--- src/rtl/fb_pkg.sv ---
// Shared constants and types for the frame-buffer write arbiter.
// Optional feature macro: FB_WR_ADDR_CHECK_EN (see fb_write_arbiter).
package fb_pkg;

  localparam int NUM_REQ  = 4;
  localparam int ADDR_W   = 16;
  localparam int DATA_W   = 16;
  localparam int FB_DEPTH = 24000;

  typedef enum logic {
    IDLE  = 1'b0,
    WRITE = 1'b1
  } state_e;

  // Pointer width for a requester index; never below one bit.
  function automatic int fb_ptr_w(input int n);
    return (n < 2) ? 1 : $clog2(n);
  endfunction

  localparam int PTR_W = fb_ptr_w(NUM_REQ);

endpackage

--- src/rtl/fb_write_arbiter_if.sv ---
// Requester handshake plus frame-buffer write port, bundled for the arbiter.
// master = arbiter side, slave = requesters / buffer side.
interface fb_write_arbiter_if #(
  parameter int NUM_REQ = fb_pkg::NUM_REQ,
  parameter int ADDR_W  = fb_pkg::ADDR_W,
  parameter int DATA_W  = fb_pkg::DATA_W
) ();

  logic [NUM_REQ-1:0]        req;
  logic [NUM_REQ*ADDR_W-1:0] req_addr;
  logic [NUM_REQ*DATA_W-1:0] req_data;
  logic [NUM_REQ-1:0]        ack;
  logic                      load;
  logic [DATA_W-1:0]         out;
  logic [ADDR_W-1:0]         address;

  modport master (
    input  req, req_addr, req_data,
    output ack, load, out, address
  );

  modport slave (
    output req, req_addr, req_data,
    input  ack, load, out, address
  );

endinterface

--- src/rtl/fb_rr_pick.sv ---
// Combinational round-robin picker: first set req bit after last_grant, wrapping.
module fb_rr_pick #(
  parameter int NUM_REQ = fb_pkg::NUM_REQ,
  parameter int PTR_W   = fb_pkg::PTR_W
) (
  input  logic [NUM_REQ-1:0] req,
  input  logic [PTR_W-1:0]   last_grant,
  output logic [PTR_W-1:0]   winner,
  output logic               any_req
);

  int               idx;
  logic [PTR_W-1:0] idx_p;

  // Scan from farthest to nearest so the candidate closest to last_grant+1 wins.
  always_comb begin
    // NOTE: every variable gets a default before any conditional write, so no latch is inferred.
    winner  = '0;
    any_req = |req;
    idx     = 0;
    idx_p   = '0;
    for (int k = NUM_REQ; k >= 1; k--) begin
      idx = int'(last_grant) + k;
      if (idx >= NUM_REQ) idx = idx - NUM_REQ;
      idx_p = PTR_W'(idx);
      if (req[idx_p]) winner = idx_p;
    end
  end

endmodule

--- src/rtl/fb_write_arbiter.sv ---
// Round-robin arbiter for the single frame-buffer write port; one write per two cycles.
// Define FB_WR_ADDR_CHECK_EN to drop (but still ack) writes at or beyond FB_DEPTH.
module fb_write_arbiter #(
  parameter int NUM_REQ  = fb_pkg::NUM_REQ,
  parameter int ADDR_W   = fb_pkg::ADDR_W,
  parameter int DATA_W   = fb_pkg::DATA_W,
  parameter int FB_DEPTH = fb_pkg::FB_DEPTH
) (
  input  logic                 clk,
  input  logic                 reset,
  fb_write_arbiter_if.master   bus,
  output logic                 busy,
  output logic                 addr_err
);

  import fb_pkg::*;

  localparam int               PW        = fb_ptr_w(NUM_REQ);
  localparam logic [PW-1:0]    LAST_INIT = PW'(NUM_REQ - 1);

  state_e               state_q, state_d;
  logic [PW-1:0]        last_grant_q;
  logic [PW-1:0]        winner;
  logic                 any_req;
  logic                 grant;
  logic                 issue;
  logic                 in_range;
  logic [NUM_REQ-1:0]   win_onehot;
  logic [ADDR_W-1:0]    win_addr;
  logic [DATA_W-1:0]    win_data;
  logic [NUM_REQ-1:0]   ack_q;
  logic                 load_q;
  logic [DATA_W-1:0]    out_q;
  logic [ADDR_W-1:0]    addr_q;

  fb_rr_pick #(
    .NUM_REQ (NUM_REQ),
    .PTR_W   (PW)
  ) u_pick (
    .req        (bus.req),
    .last_grant (last_grant_q),
    .winner     (winner),
    .any_req    (any_req)
  );

  // Constant-index mux keeps the winner's addr/data selection width-clean.
  always_comb begin
    win_onehot = '0;
    win_addr   = '0;
    win_data   = '0;
    for (int i = 0; i < NUM_REQ; i++) begin
      if (winner == PW'(i)) begin
        win_onehot[i] = 1'b1;
        win_addr      = bus.req_addr[i*ADDR_W +: ADDR_W];
        win_data      = bus.req_data[i*DATA_W +: DATA_W];
      end
    end
  end

  // State register.
  always_ff @(posedge clk) begin
    // NOTE: non-blocking assignments so every register samples pre-edge values.
    if (reset) state_q <= IDLE;
    else       state_q <= state_d;
  end

  // Next-state logic: a grant always takes exactly one WRITE cycle.
  always_comb begin
    state_d = state_q;
    case (state_q)
      IDLE:    if (any_req) state_d = WRITE;
      WRITE:   state_d = IDLE;
      default: state_d = IDLE;
    endcase
  end

  // Output decode: requests are only considered in IDLE.
  always_comb begin
    busy  = (state_q == WRITE);
    grant = (state_q == IDLE) && any_req;
    issue = grant && in_range;
  end

`ifdef FB_WR_ADDR_CHECK_EN
  logic err_q;

  assign in_range = 32'(win_addr) < 32'(FB_DEPTH);

  always_ff @(posedge clk) begin
    if (reset)                  err_q <= 1'b0;
    else if (grant && !in_range) err_q <= 1'b1;
  end

  assign addr_err = err_q;
`else
  assign in_range = 1'b1;
  assign addr_err = 1'b0;
`endif

  // Grant registers: ack/pointer follow every grant, the buffer port only issued writes.
  always_ff @(posedge clk) begin
    if (reset) begin
      // NOTE: out/address are reset as well since their value is visible on the buffer port.
      ack_q        <= '0;
      load_q       <= 1'b0;
      out_q        <= '0;
      addr_q       <= '0;
      last_grant_q <= LAST_INIT;
    end else begin
      ack_q  <= grant ? win_onehot : '0;
      load_q <= issue;
      if (grant) last_grant_q <= winner;
      if (issue) begin
        out_q  <= win_data;
        addr_q <= win_addr;
      end
    end
  end

  assign bus.ack     = ack_q;
  assign bus.load    = load_q;
  assign bus.out     = out_q;
  assign bus.address = addr_q;

endmodule

--- src/flat_wrapper.sv ---
// flat-port wrapper written by rule: the top's interface ports become plain ports
module fb_write_arbiter_flat import fb_pkg::*;
#(
  parameter int NUM_REQ  = fb_pkg::NUM_REQ,
  parameter int ADDR_W   = fb_pkg::ADDR_W,
  parameter int DATA_W   = fb_pkg::DATA_W,
  parameter int FB_DEPTH = fb_pkg::FB_DEPTH
)
  (clk, reset, busy, addr_err, bus_req, bus_req_addr, bus_req_data, bus_ack, bus_load, bus_out, bus_address);
  fb_write_arbiter_if #(.NUM_REQ(NUM_REQ), .ADDR_W(ADDR_W), .DATA_W(DATA_W)) bus_i ();
  input  logic clk;
  input  logic reset;
  output logic busy;
  output logic addr_err;
  input wire logic [$bits(bus_i.req)-1:0] bus_req;
  input wire logic [$bits(bus_i.req_addr)-1:0] bus_req_addr;
  input wire logic [$bits(bus_i.req_data)-1:0] bus_req_data;
  output wire logic [$bits(bus_i.ack)-1:0] bus_ack;
  output wire logic [$bits(bus_i.load)-1:0] bus_load;
  output wire logic [$bits(bus_i.out)-1:0] bus_out;
  output wire logic [$bits(bus_i.address)-1:0] bus_address;
  assign bus_i.req = bus_req;
  assign bus_i.req_addr = bus_req_addr;
  assign bus_i.req_data = bus_req_data;
  assign bus_ack = bus_i.ack;
  assign bus_load = bus_i.load;
  assign bus_out = bus_i.out;
  assign bus_address = bus_i.address;
  fb_write_arbiter #(.NUM_REQ(NUM_REQ), .ADDR_W(ADDR_W), .DATA_W(DATA_W), .FB_DEPTH(FB_DEPTH)) u_core (.clk(clk), .reset(reset), .bus(bus_i), .busy(busy), .addr_err(addr_err));
endmodule
--- config.mk ---
export PLATFORM = sky130hd
export DESIGN_NAME = fb_write_arbiter_flat
export DESIGN_NICKNAME = d
export VERILOG_FILES = /design/src/rtl/fb_pkg.sv /design/src/rtl/fb_write_arbiter_if.sv /design/src/rtl/fb_rr_pick.sv /design/src/rtl/fb_write_arbiter.sv /design/src/flat_wrapper.sv
export SDC_FILE = /design/constraint.sdc
export NUM_CORES = 1
export LEC_CHECK = 0
export BUFFER_PORTS_ARGS = -buffer_cell sky130_fd_sc_hd__buf_2
export CORE_MARGIN = 2
export CORE_UTILIZATION = 44
export DETAILED_ROUTE_END_ITERATION = 10
export PLACE_DENSITY = 0.9
export RECOVER_POWER = 25
export SETUP_SLACK_MARGIN = 0.5
export SLEW_MARGIN = 20
export SYNTH_ARGS = -nofsm -noshare
export SYNTH_HDL_FRONTEND = slang
export SYNTH_SLANG_ARGS = --single-unit
--- constraint.sdc ---
create_clock -name clk -period 2.6 [get_ports clk]
set_input_delay 0.26 -clock clk [delete_from_list [all_inputs] [get_ports clk]]
set_output_delay 0.26 -clock clk [all_outputs]
set_load 0.01 [all_outputs]
==> results of run 1 <==
metrics by stage:
step                      instance area [µm²]  hold slack, ns  std cells  worst slack [ns]
after floorplan                          2390           0.337        232              1.02
after global placement                   3240           0.440        457             0.437
after detailed placement                 3240           0.441        457             0.356
after CTS                                3350           0.265        465             0.548
after global routing                     3380           0.289        473             0.461
final                                    3380           0.272        473             0.611
path summary, 6_finish.rpt:
check                                 startpoint                            endpoint  cells past startpoint
max          u_core.last_grant_q[0]$_SDFFE_PP1P_      u_core.bus.out[6]$_SDFFE_PP0P_                      5
min                             bus_req_addr[17]  u_core.bus.address[1]$_SDFFE_PP0P_                      3
max reg2reg  u_core.last_grant_q[0]$_SDFFE_PP1P_      u_core.bus.out[6]$_SDFFE_PP0P_                      5
min reg2reg   u_core.bus.address[3]$_SDFFE_PP0P_  u_core.bus.address[3]$_SDFFE_PP0P_                      2
kinds of logic (layout without fill, tap and decap cells):
logic type	Yosys count	after routing	share of synthesized area [%]
and+or+nand+nor	68	68	14.9
muxes	55	55	23.0
AOI/OAI and AO/OA	47	47	21.8
DFF	40	40	33.5
buffers and inverters	21	192	6.59
other	1	1	0.157
state kept, by name (all words and copies together) (netlist names):
signal and cells:
u_core.bus.ack 4, u_core.bus.out 16, u_core.busy 1, u_core.bus.load 1, u_core.bus.address 16, u_core.last_grant_q 2
worst reg2reg max path, cell delays in order (launching register included):
cell and delay (ns):
dfxtp_1 0.34, nand2b_2 0.20, a311oi_2 0.43, nand2b_1 0.41
a211oi_2 0.37, a2111oi_1 0.10
synthesized netlist by cell type (2+ instances only):
| library cell | number | area share, % |
|---|---|---|
| mux2i_1 | 55 | 23 |
| o221ai_1 | 13 | 4.8 |
| nor2_2 | 3 | 0.79 |
| a211oi_2 | 9 | 4.7 |
| dfxtp_1 | 40 | 33 |
| or2_1 | 2 | 0.52 |
| nor3_1 | 2 | 0.42 |
| buf_4 | 7 | 2.2 |
| o221ai_2 | 10 | 6.3 |
| a2111oi_1 | 8 | 3.3 |
| and4_1 | 9 | 3.3 |
| buf_2 | 3 | 0.63 |
| nand2_1 | 25 | 3.9 |
| buf_6 | 3 | 1.4 |
| clkbuf_1 | 4 | 0.63 |
| nand2b_1 | 5 | 1.3 |
| buf_8 | 2 | 1.3 |
| nor2_1 | 16 | 2.5 |
power by group through the flow:
stage	Clock, W	Sequential [W]	Combinational [W]
6_report	0.000484	0.000744	0.000689
2_1_floorplan	0	0.000792	0.000400
3_5_place_dp	0	0.000755	0.000672
3_3_place_gp	0	0.000751	0.000650
5_1_grt	0.000528	0.000754	0.000745
4_1_cts	0.000500	0.000742	0.000673
area by class of cell:
type / instances / area, µm²
Tap cell: 70 / 87.6
Multi-Input combinational cell: 171 / 1430
Inverter: 1 / 3.75
Sequential cell: 40 / 801
Timing Repair Buffer: 183 / 948
Clock inverter: 2 / 35.0
Fill cell: 436 / 1790
Clock buffer: 6 / 72.6
metal layers:
| metal | vias up | routed length (µm) |
|---|---|---|
| met5 | - | 0 |
| met4 | 0 | 97 |
| met3 | 10 | 509 |
| met2 | 105 | 3830 |
| met1 | 1157 | 2880 |
| li1 | 1223 | - |
==> flow_metrics.py, run 1 <==
metrics = {
    "logic_synthesis": {
        "synth_cells": 232,
        "syn_area_per_cell_um2": 10.3,
        "yosysSeqAreaShare_pct": 33.5,
        "async_reset_ff_share_pct": 0,
        "synth_ff_type": "dfxtp_1",
        "yosys_warnings": 0,
        "syn_area_um2": 2390,
        "synthDistinctLibCells": 34,
        "syn_nets": 366,
        "synth_edf_count": 0,
        "ys_seq_elements": 40,
    },
    "global_route": {
        "antenna_found_initial": 0,
        "grt_use_met2_pct": 42.6,
        "grt_max_degree": 28,
        "first_global_vias": 2428,
        "met1_usage_pct": 24.6,
        "grt_use_total_pct": 22.7,
        "grt_util_met3_pct": 5.58,
        "grt.busiest_layer": "met2",
        "grt_overflow": 0,
        "grt_pass1_wl_um": 11000,
    },
    "cts": {
        "clockRootBuffer": "clkbuf_8",
        "cts_hold_buffers": 0,
        "cts.sinks": 40,
        "postCtsSetupBuffers": 0,
        "cts_resized": 0,
        "htreeDepth": 2,
        "worst_skew_pair.late_latency_ns": 0.28,
        "cts.clk_slew.worst_paths_ns": 0.07,
        "clock_path_buffers": 2,
        "cts_buffers": 5,
        "cts_tree": "yes",
    },
    "pwr": {
        "powerDensity_nw_per_um2": 567,
        "pwr-share-comb_pct": 36.0,
        "internal_power_w": 0.00132,
        "p_seq_share_pct": 38.8,
        "p_leak_nw": 1.64,
        "switching_share_pct": 31.3,
        "switchingPower_w": 0.000599,
        "finalPower_w": 0.00192,
        "irDropWorstVdd_uv": 336,
        "clockPowerShare_pct": 25.2,
    },
    "worst_setup_path": {
        "path_cells": "nand2b_2 > a311oi_2 > nand2b_1 > a211oi_2 > a2111oi_1",
        "cp-start-kind": "flop",
        "crit_slowest_cell": "a311oi_2",
        "path_delay_family": "compound AO/OA/AOI/OAI gates",
        "criticalPathCategory": "reg2reg",
        "end_kind": "flop",
        "crit_arrival_ns": 2.12,
        "worstPathRequired_ns": 2.73,
        "worst-path-max-fanout": 10,
        "crit_buf_inv": 0,
        "rrSetupSlack_ns": 0.61,
        "slowest_delay_ns": 0.43,
    },
    "sta": {
        "slew_headroom_pct": 56.6,
        "setup_viol": 0,
        "finalSetupTns_ns": 0,
        "fmax_mhz": 503,
        "hold_viol": 0,
        "finClkSkew_ns": 0.00536,
        "rsz0062_at_grt": "no",
        "tightest_slew_ns": 0.649,
        "post-route-period-util_pct": 76.5,
        "period_needed_ns": 1.99,
        "drv_slew": 0,
    },
    "layout": {
        "area_growth_pct": 41.4,
        "num_antenna_cells": 0,
        "fin_util_pct": 65.4,
        "drive_gt1_share_pct": 49.4,
        "layout_common_cells": "buf_2, mux2i_1, dfxtp_1",
        "finalNetCount": 536,
        "mostFrequentLayoutCell": "buf_2",
    },
    "placed_design": {
        "post-dp-hpwl_um": 5570,
        "io_buffers": 171,
        "place_congestion": 0.805,
    },
    "route": {
        "drtPass1Iterations": 5,
        "drt-total-wl_um": 7320,
        "drc": 0,
        "avgRoutedWirePerCell_um": 15.5,
        "routed_via_density": 5.27,
        "drt_iter0_markers": 55,
        "route.vias.total": 2495,
        "antenna_left": 0,
    },
    "floorplanning": {
        "die_height_um": 77.7,
        "io_pins": 173,
        "die_w_um": 77.7,
        "rows": 26,
        "start_util_pct": 46.2,
        "coreArea_um2": 5170,
        "dieArea_um2": 6040,
    },
    "outcome": {
        "status": "finished clean",
    },
    "min_path": {
        "hp-class": "in2reg",
    },
    "flow_run": {
        "drv_cap": 0,
    },
}
(Power assumes the default switching activity.)
==> run 2: changes to the inputs <==
- CORE_UTILIZATION: 44 -> 37
- PLACE_DENSITY: 0.9 -> 0.81
- clock period: 2.6 -> 1.65 ns (I/O delays scaled with it)
==> flow_metrics.py, run 2 (synthesized netlist as in run 1, its figures left out) <==
metrics = {
    "worst_setup_path": {
        "worst-path-max-fanout": 11,
        "crit_slowest_cell": "dfxtp_2",
        "r2r-start": "u_core.last_grant_q[0]$_SDFFE_PP1P_",
        "cp-start-kind": "flop",
        "slowest_delay_ns": 0.35,
        "crit_buf_inv": 2,
        "path_delay_family": "compound AO/OA/AOI/OAI gates",
        "path_cells": "nand2b_4 > a21bo_4 > nand3_4 > buf_12 > clkbuf_16 > mux2i_1 > o221ai_1",
        "criticalPathCategory": "reg2reg",
        "crit_arrival_ns": 1.83,
        "crit_start": "u_core.last_grant_q[0]$_SDFFE_PP1P_",
        "end_kind": "flop",
        "worstPathRequired_ns": 1.80,
    },
    "route": {
        "drc": 0,
        "drt-total-wl_um": 7430,
        "route.vias.total": 2552,
        "antenna_left": 0,
        "drtPass1Iterations": 4,
        "avgRoutedWirePerCell_um": 15.0,
        "drt_iter0_markers": 42,
        "routed_via_density": 5.15,
    },
    "pwr": {
        "switching_share_pct": 32.5,
        "powerDensity_nw_per_um2": 842,
        "p_seq_share_pct": 36.5,
        "internal_power_w": 0.00218,
        "switchingPower_w": 0.00105,
        "p_leak_nw": 1.80,
        "pwr-share-comb_pct": 42.8,
        "clockPowerShare_pct": 20.7,
        "finalPower_w": 0.00323,
        "irDropWorstVdd_uv": 438,
    },
    "sta": {
        "tightest_slew_ns": 0.645,
        "fmax_mhz": 597,
        "slew_headroom_pct": 56.6,
        "hold_viol": 0,
        "post-route-period-util_pct": 101,
        "finClkSkew_ns": 0.00904,
        "fin_ws_ns": -0.0241,
        "drv_slew": 0,
        "rsz0062_at_grt": "yes",
        "period_needed_ns": 1.67,
        "setup_viol": 2,
    },
    "layout": {
        "finalNetCount": 552,
        "layout_common_cells": "buf_2, mux2i_1, dfxtp_1",
        "drive_gt1_share_pct": 60.4,
        "area_growth_pct": 60.4,
        "num_antenna_cells": 0,
        "num-fill-cells": 548,
        "mostFrequentLayoutCell": "buf_2",
        "fin_util_pct": 60.7,
        "fin_cells": 496,
    },
    "floorplanning": {
        "start_util_pct": 37.9,
        "coreArea_um2": 6310,
        "dieArea_um2": 7120,
        "die_height_um": 84.4,
        "io_pins": 173,
        "die_w_um": 84.4,
        "rows": 29,
    },
    "cts": {
        "cts_hold_buffers": 0,
        "clock_path_buffers": 2,
        "worst_skew_pair.late_latency_ns": 0.29,
        "cts_tree": "yes",
        "htreeDepth": 2,
        "cts.clk_slew.worst_paths_ns": 0.08,
        "cts_buffers": 5,
        "clockRootBuffer": "clkbuf_8",
        "cts.sinks": 40,
    },
    "min_path": {
        "hold_start": "reset",
        "hp-class": "in2reg",
    },
    "outcome": {
        "violations": "negative setup slack",
        "status": "finished, violations left",
    },
    "placed_design": {
        "place_congestion": 0.840,
        "post-dp-hpwl_um": 5330,
        "dp.cells": 481,
        "io_buffers": 171,
    },
    "global_route": {
        "grt_use_total_pct": 19.6,
        "first_global_vias": 2540,
        "antenna_found_initial": 0,
        "grt_overflow": 0,
        "grt_max_degree": 25,
        "grt_pass1_wl_um": 11400,
    },
    "flow_run": {
        "drv_cap": 0,
    },
}
## run 2: routing by layer
metal  track usage, %  vias to the layer above  routed length, µm
met5                0                        -                  0
met3             5.01                        7                620
li1                 -                     1264                  -
met4             3.90                        0                 85
met2             37.6                      122               3890
met1             21.6                     1159               2830
## run 2: timing repair
action | CTS | global route
cloned | 1 | 3
resized for setup | 11 | 28
setup endpoints to repair | 38 | 39
pin swaps | 3 | 5
setup buffers | 2 | 1
## run 2: final cells by class
type	count	area (µm²)	area share, %
repair buffers	199	1210	31.5
clock buffers	6	82.6	2.15
inverters	1	3.75	0.0979
clock inverters	2	10.0	0.261
multi-input cells	171	1630	42.5
flip-flops and latches	40	805	21.0
well taps	77	96.3	2.51
## run 2: final timing paths
kind | slack, ns | end | cells past startpoint
setup / recovery | -0.02 | u_core.bus.address[6]$_SDFFE_PP0P_ | 7
hold / removal | 0.15 | u_core.bus.load$_SDFF_PP0_ | 2
setup reg to reg | -0.02 | u_core.bus.address[6]$_SDFFE_PP0P_ | 7
hold reg to reg | 0.46 | u_core.bus.address[12]$_SDFFE_PP0P_ | 2
## run 2: through the flow
stage                     TNS [ns]  worst slack, ns  cell area [µm²]  hold WS, ns
final                      -0.0313          -0.0241             3830        0.149
after global placement    -0.00778         -0.00778             3450        0.439
after global routing         -1.81           -0.113             3830        0.140
after detailed placement   -0.0562          -0.0241             3450        0.448
after floorplan                  0            0.155             2440        0.247
after CTS                  -0.0331          -0.0124             3630        0.140
## run 2: power groups by stage
| stage | Combinational (W) | Clock [W] | Sequential (W) |
|---|---|---|---|
| after floorplan | 0.000660 | 0 | 0.00125 |
| after global placement | 0.00113 | 0 | 0.00119 |
| after detailed placement | 0.00116 | 0 | 0.00120 |
| after CTS | 0.00123 | 0.000698 | 0.00118 |
| after global routing | 0.00149 | 0.000744 | 0.00120 |
| final | 0.00138 | 0.000669 | 0.00118 |
